### config.mk
export PLATFORM = sky130hd
export DESIGN_NAME = pwm_multi_gen
export DESIGN_NICKNAME = d
export VERILOG_FILES = /design/src/rtl/pwm_multi_gen.sv
export SDC_FILE = /design/constraint.sdc
export NUM_CORES = 1
export LEC_CHECK = 0
export ABC_AREA = 1
export CAP_MARGIN = 20
export CORE_ASPECT_RATIO = 1.75
export CORE_MARGIN = 10
export CORE_UTILIZATION = 38
export CTS_CLUSTER_DIAMETER = 80
export DETAILED_ROUTE_END_ITERATION = 7
export HOLD_SLACK_MARGIN = 0.02
export PLACE_DENSITY_LB_ADDON = 0.08
export SYNTH_ARGS = -nofsm -noshare
export SYNTH_HDL_FRONTEND = slang
export SYNTH_SLANG_ARGS = --single-unit
### constraint.sdc
create_clock -name clk -period 5 [get_ports clk]
set_input_delay 0.5 -clock clk [delete_from_list [all_inputs] [get_ports clk]]
set_output_delay 0.5 -clock clk [all_outputs]
set_load 0.005 [all_outputs]
### src/rtl/pwm_multi_gen.sv
// Multi-channel PWM generator.
// One shared period counter (edge- or center-aligned) feeds NUM_CH compare
// channels. Duty updates are shadowed and applied at period boundaries; any
// output edge opens a blanking window on the overcurrent comparator input.
module pwm_multi_gen #(
    parameter int WIDTH     = 11,
    parameter int NUM_CH    = 3,
    parameter int BLANK_CNT = 255
) (
    input  logic                    clk,
    input  logic                    rst_n,
    input  logic                    en,
    input  logic                    mode,
    input  logic [NUM_CH*WIDTH-1:0] duty_in,
    input  logic                    duty_wr,
    output logic                    duty_upd,
    output logic [NUM_CH-1:0]       PWM_sig,
    output logic                    PWM_synch,
    output logic                    OVR_I_blank_n
);

    localparam logic [WIDTH-1:0] MAX        = '1;
    localparam logic [WIDTH-1:0] ONE        = WIDTH'(1);
    localparam logic [15:0]      BLANK_LOAD = 16'(BLANK_CNT);

    typedef enum logic {
        DIR_UP   = 1'b0,
        DIR_DOWN = 1'b1
    } dir_e;

    logic [WIDTH-1:0]        cnt_q, cnt_d;
    dir_e                    dir_q, dir_d;
    logic                    mode_act_q, mode_act_d;
    logic [NUM_CH*WIDTH-1:0] duty_act_q, duty_act_d;
    logic [NUM_CH*WIDTH-1:0] duty_pend_q, duty_pend_d;
    logic                    pend_q, pend_d;
    logic                    upd_q, upd_d;
    logic [NUM_CH-1:0]       pwm_q, pwm_d;
    logic                    synch_q, synch_d;
    logic                    blank_n_q, blank_n_d;
    logic [15:0]             blank_cnt_q, blank_cnt_d;

    logic last_cnt;
    logic boundary;
    logic load;
    logic toggle;

    // Period counter: detect the last count of the active mode, then advance
    // or restart. A disabled generator behaves as if sitting on a boundary.
    always_comb begin
        cnt_d      = cnt_q;
        dir_d      = dir_q;
        mode_act_d = mode_act_q;

        last_cnt = mode_act_q ? ((cnt_q == ONE) && (dir_q == DIR_DOWN))
                              : (cnt_q == MAX);
        boundary = en && last_cnt;
        load     = !en || boundary;

        if (load) begin
            cnt_d      = '0;
            dir_d      = DIR_UP;
            mode_act_d = mode;
        end else if (mode_act_q && (dir_q == DIR_DOWN)) begin
            cnt_d = cnt_q - ONE;
        end else if (mode_act_q && (cnt_q == MAX)) begin
            cnt_d = cnt_q - ONE;
            dir_d = DIR_DOWN;
        end else begin
            cnt_d = cnt_q + ONE;
        end
    end

    // Duty shadowing: writes park in the pending set and move to the active
    // set on a load edge; a write on the load edge itself goes straight through.
    always_comb begin
        duty_act_d  = duty_act_q;
        duty_pend_d = duty_pend_q;
        pend_d      = pend_q;
        upd_d       = 1'b0;

        if (load) begin
            if (duty_wr) begin
                duty_act_d  = duty_in;
                duty_pend_d = duty_in;
                upd_d       = 1'b1;
            end else begin
                duty_act_d = duty_pend_q;
                upd_d      = pend_q;
            end
            pend_d = 1'b0;
        end else if (duty_wr) begin
            duty_pend_d = duty_in;
            pend_d      = 1'b1;
        end
    end

    // Compare stage: each channel is high while the counter is below its duty.
    always_comb begin
        pwm_d = '0;
        for (int k = 0; k < NUM_CH; k++) begin
            pwm_d[k] = en && (cnt_q < duty_act_q[k*WIDTH +: WIDTH]);
        end
        synch_d = boundary;
    end

    // Blanking window: any output edge reloads the window; the comparator is
    // unblanked once the window has fully elapsed with no further edge.
    always_comb begin
        blank_cnt_d = blank_cnt_q;
        blank_n_d   = blank_n_q;
        toggle      = |(pwm_d ^ pwm_q);

        if (toggle) begin
            blank_cnt_d = BLANK_LOAD;
            blank_n_d   = 1'b0;
        end else if (blank_cnt_q != 16'd0) begin
            blank_cnt_d = blank_cnt_q - 16'd1;
            blank_n_d   = (blank_cnt_q == 16'd1);
        end else begin
            blank_n_d = 1'b1;
        end
    end

    // State register with synchronous active-low reset.
    // NOTE: sequential state uses non-blocking assignments so every flop
    // samples the pre-edge values computed above, independent of block order.
    always_ff @(posedge clk) begin
        if (!rst_n) begin
            cnt_q       <= '0;
            dir_q       <= DIR_UP;
            mode_act_q  <= 1'b0;
            duty_act_q  <= '0;
            duty_pend_q <= '0;
            pend_q      <= 1'b0;
            upd_q       <= 1'b0;
            pwm_q       <= '0;
            synch_q     <= 1'b0;
            blank_n_q   <= 1'b0;
            blank_cnt_q <= BLANK_LOAD;
        end else begin
            cnt_q       <= cnt_d;
            dir_q       <= dir_d;
            mode_act_q  <= mode_act_d;
            duty_act_q  <= duty_act_d;
            duty_pend_q <= duty_pend_d;
            pend_q      <= pend_d;
            upd_q       <= upd_d;
            pwm_q       <= pwm_d;
            synch_q     <= synch_d;
            blank_n_q   <= blank_n_d;
            blank_cnt_q <= blank_cnt_d;
        end
    end

    assign duty_upd      = upd_q;
    assign PWM_sig       = pwm_q;
    assign PWM_synch     = synch_q;
    assign OVR_I_blank_n = blank_n_q;

endmodule

======== After elaboration in Yosys (flattened, before gate mapping) ========
Cells that the tools add are included.
storage, ports and cells
  register bits ........................... 102
  input bits .............................. 38
  output and inout port bits .............. 6
  logic and storage cells ................. 43
operators by class
  $add $sub $neg .......................... 3
  magnitude comparators ................... 3
  equality and inequality tests ........... 3
  muxes and demuxes ....................... 6
  bitwise operators ....................... 3
  reduce and logical (&&, ||, !) cells .... 14
operator list
  cell                                                 number
  < comparator 11 bit                                  3
  2-to-1 mux 33 bit                                    1
  2-to-1 mux 11 bit                                    2
  == test 16 x 1 -> 1 bit (second input constant)      1
  nonzero test 16 bit                                  1
  subtractor 16 x 1 -> 16 bit (second input constant)  1
  adder 11 x 1 -> 11 bit (second input constant)       1
  == test 11 x 1 -> 1 bit (second input constant)      1
  == test 11 bit (second input constant)               1
  subtractor 11 x 1 -> 11 bit (second input constant)  1
  logical AND 1 bit                                    7
  AND reduction 2 bit                                  2
  OR reduction 4 bit                                   1
  2-to-1 mux 1 bit                                     3
  XOR 3 bit                                            1
  inverter 1 bit                                       2
  OR reduction 2 bit                                   1
  zero test 1 bit                                      1
  logical OR 1 bit                                     1

======== Depth between registers and ports, before layout ========
  depth in word-level cells ............... 6
  gate-level depth with buffers ........... 13

======== Worst setup path before layout ========
No wires, ideal clock.
  kind .................................... register to register
  start point ............................. register cnt_q[6]
  end point ............................... register blank_n_q (netlist: OVR_I_blank_n)
  setup time .............................. 66 ps
  data arrival time ....................... 1,697 ps
  setup slack ............................. 3,237 ps
  stages on the path, launching flop included .. 12
  buffers on the path ..................... 0
  clock period less this slack ............ 1,763 ps
  cell sequence ........................... dfxtp_1 ha_1 nand2_1 nor2_1 and2_1 nand2_1 nand3_1 nand2_1 inv_1 nor2_2 nand2_2 nor2_1
on the way
  longest elaborated chain between the ends .. 4
RTL lines
  item                            RTL line  text
  start, declared                 31        logic [WIDTH-1:0] cnt_q, cnt_d;
  start signal, assigned          142       cnt_q <= cnt_d;
  < comparator 11 bit             102       pwm_d[k] = en && (cnt_q < duty_act_q[k*WIDTH +: WIDTH]);
  logical AND 1 bit               102
  XOR 3 bit *                     112       toggle = |(pwm_d ^ pwm_q);
  OR reduction 4 bit (no line) *  --
  end signal, assigned            151       blank_n_q <= blank_n_d;
  end, declared                   40        logic blank_n_q, blank_n_d;
Every way passes the cells marked *; elsewhere a longest branch is shown, timed or not.
A chain may end at the register's enable or synchronous reset.

======== Worst setup path in the final report ========
  start point ............................. register cnt_q[5]
  end point ............................... register mode_act_q
on the way
  longest elaborated chain between the ends .. 5
RTL lines
  item                     RTL line  text
  == test 11 x 1 -> 1 bit  55        last_cnt = mode_act_q ? ((cnt_q == ONE) && (dir_q == DIR_DOWN))
  logical AND 1 bit        55
  2-to-1 mux 1 bit *       55
  logical AND 1 bit *      57        boundary = en && last_cnt;
  logical OR 1 bit *       58        load = !en || boundary;
  end signal, assigned     144       mode_act_q <= mode_act_d;
  end, declared            33        logic mode_act_q, mode_act_d;
Marks and branches as above.

==> out/qor.yml <==
global_route:
  grt_util_all_layers_pct: 13.9
  grt_pass1_vias: 4387
  grt_max_degree: 37
  grt_overflow: 0
  antenna_found_initial: 0
  grt_pass1_wl_um: 21200
layout:
  layout-drive-gt1-share_pct: 8.66
  diodes: 0
  regArea_mm2: 0.00204
  multi_input_area_mm2: 0.00280
  nNetsFinal: 762
  n_fill_cell: 1394
  final_area_mm2: 0.00611
  areaGrowthSynthToFinish_pct: 16.2
clocking:
  cts_hold_buf: 0
  cts_buffers: 9
  cts.reportedPaths.clkPinSlew_ps: 70
  cts_setup_buffers: 0
  clk_latency_ps: 350
  h-tree-depth: 3
  root_buffer: "clkbuf_16"
  post_cts_resized: 0
  cts_tree: "yes"
  cts.sink_count: 102
  cts_buffer_depth: 2
drt:
  via_count: 4228
  antenna_left: 0
  drt_wl_total_um: 12600
  drt_pass1_iterations: 4
  drc_errors: 0
  avgViaCountPerCell: 4.88
  drtIter0Drc: 157
  wl_per_cell_um: 14.5
synth:
  yosysSeqAreaShare_pct: 38.9
  yosys_warnings: 0
  synth_area_leaders: "dfxtp_1 (39%), ha_1 (8.3%), nand2_1 (8.1%)"
  synthMostInstantiatedCell: "nand2_1"
  ys_top_cells_by_count: "nand2_1 (113), dfxtp_1 (102), nor2_1 (100), inv_1 (70), nand4_1 (41)"
  synth-edff-count: 0
  netlist_area_mm2: 0.00526
  syn_avg_cell_area_um2: 7.99
  ys_types: 30
  synthesis.nets: 731
  syn_inst: 658
  synth_top_area_cell: "dfxtp_1"
  ys.flop_type: "dfxtp_1"
  ys_ff_latch: 102
  yosysTopAreaCellShare_pct: 38.9
  ys_async_sr_fraction_pct: 0
sta:
  finalSetupViolations: 0
  fmax_ghz: 0.391
  slew_viol_final: 0
  layout_min_cycle_time_ps: 2560
  tightest_slew_ps: 1010
  fin_crit_sh_pct: 51.2
  hold_violations: 0
  rsz0062_at_grt: "false"
  max_slew_margin_pct: 32.6
  skew_ps: 10.2
  tns_ps: 0
power:
  p_leak_nw: 2.64
  peakVddDrop_mv: 0.201
  p_per_area_mw_per_mm2: 296
floorplan:
  dieArea_mm2: 0.0191
  fp.dieH_um: 176
  start_util_pct: 39.1
  die_w_um: 109
  core_area_mm2: 0.0135
  io_pins: 44
  std_cell_rows: 56
worst_setup_path:
  crit_chain: "inv_1, nand3_1, nor3_1, nand2_2, nand3_1, o21ai_0"
  path_max_fanout: 36
  path_class: "flip-flop to flip-flop"
  crit_path_end_kind: "flip-flop"
  cp.arrival_ps: 2820
  critPathRequiredTime_ps: 5260
  cpMostUsedCell: "nand3_1"
  crit_buf_inv: 1
  critPathMaxStageDelay_ps: 620
  cp_slowest_cell: "dfxtp_1"
  start_kind: "flip-flop"
  cp_top_family: "simple AND/OR/NAND/NOR gates"
placed_design:
  placed_cell_area_mm2: 0.00577
  dp_hpwl_um: 9630
  io_buffers: 43
  gp_congestion: 0.858
min_path:
  hp-class: "flip-flop to flip-flop"
job:
  maxCapViolCount: 0
outcome:
  status: "finished clean"
-- cell families (layout without fill, tap and decap cells) --
| group | after synthesis | after routing | synth area share (%) |
|---|---|---|---|
| AND/OR/NAND/NOR | 306 | 306 | 26.5 |
| flip-flops | 102 | 102 | 38.9 |
| buffers and inverters | 97 | 132 | 7.81 |
| AO/OA/AOI/OAI | 59 | 59 | 7.83 |
| adder cells (fa/ha/maj) | 35 | 35 | 8.33 |
| multiplexers | 33 | 33 | 6.29 |
| XOR/XNOR | 26 | 26 | 4.33 |
-- sequential cells by signal (all words and copies together) (netlist names) --
register and count:
duty_act_q 33, dir_q 1, mode_act_q 1, blank_cnt_q 16, duty_pend_q 33, pend_q 1, PWM_synch 1, OVR_I_blank_n 1
cnt_q 11, PWM_sig 3, duty_upd 1
-- worst paths after layout --
path / start / endpoint / slack [ps] / depth (start not counted)
worst max-delay path: cnt_q[5] / mode_act_q / 2440 / 6
worst min-delay path: dir_q / dir_q / 490 / 2
worst max register to register: cnt_q[5] / mode_act_q / 2440 / 6
worst min register to register: dir_q / dir_q / 490 / 2
-- power by group --
group / switching (W) / internal (W)
Sequential: 0.0000175 / 0.000848
Clock: 0.000306 / 0.000438
Combinational: 0.000110 / 0.0000871
Total: 0.000433 / 0.00137
-- placed cells by master, fill, tap and decap left out, drive strengths merged, types with 3 or more instances in the layout --
cell type	instances
nand3	29
nor3	6
dfxtp	102
xnor2	5
nor2	103
nand4	41
o21ai	41
nand2	119
ha	35
xor2	21
clkinv	4
buf	3
mux2i	33
nand3b	5
clkbuf	10
a21oi	17
inv	70
clkdlybuf4s50	42
-- tightest hold or removal path, delay by kind of cell, from the launching register on --
family / cells / cell delay (ps)
AND/OR/NAND/NOR: 1 / 80
AO/OA/AOI/OAI: 1 / 50
flip-flops: 1 / 330
-- layer usage --
metal	routed length [um]	up-vias	track usage [%]
met3	419	16	2.79
met4	306	0	5.74
met1	4990	1929	14.7
li1	-	2211	-
met5	0	-	0
met2	6850	72	25.7
-- per-stage QoR --
step / worst slack (ps) / hold WS [ps] / std cells / utilization, % / total power [W]
5_1_grt: 2110 / 522 / 867 / 45.4 / 0.00189
3_5_place_dp: 2410 / 481 / 851 / 42.9 / 0.00108
4_1_cts: 2400 / 500 / 866 / 45.2 / 0.00183
3_3_place_gp: 2460 / 475 / 851 / 42.9 / 0.00108
2_1_floorplan: 3240 / 437 / 658 / - / 0.00101
6_report: 2440 / 492 / 867 / 45.4 / 0.00181
-- layout make-up --
| cell class | instances | share of cell area [%] |
|---|---|---|
| multi-input cells | 459 | 45.9 |
| inverters | 72 | 4.43 |
| well taps | 174 | 3.56 |
| clock inverters | 5 | 1.39 |
| clock buffers | 10 | 3.75 |
| flip-flops and latches | 102 | 33.4 |
| repair buffers | 45 | 7.54 |
Power figures use the tool's default switching activity.
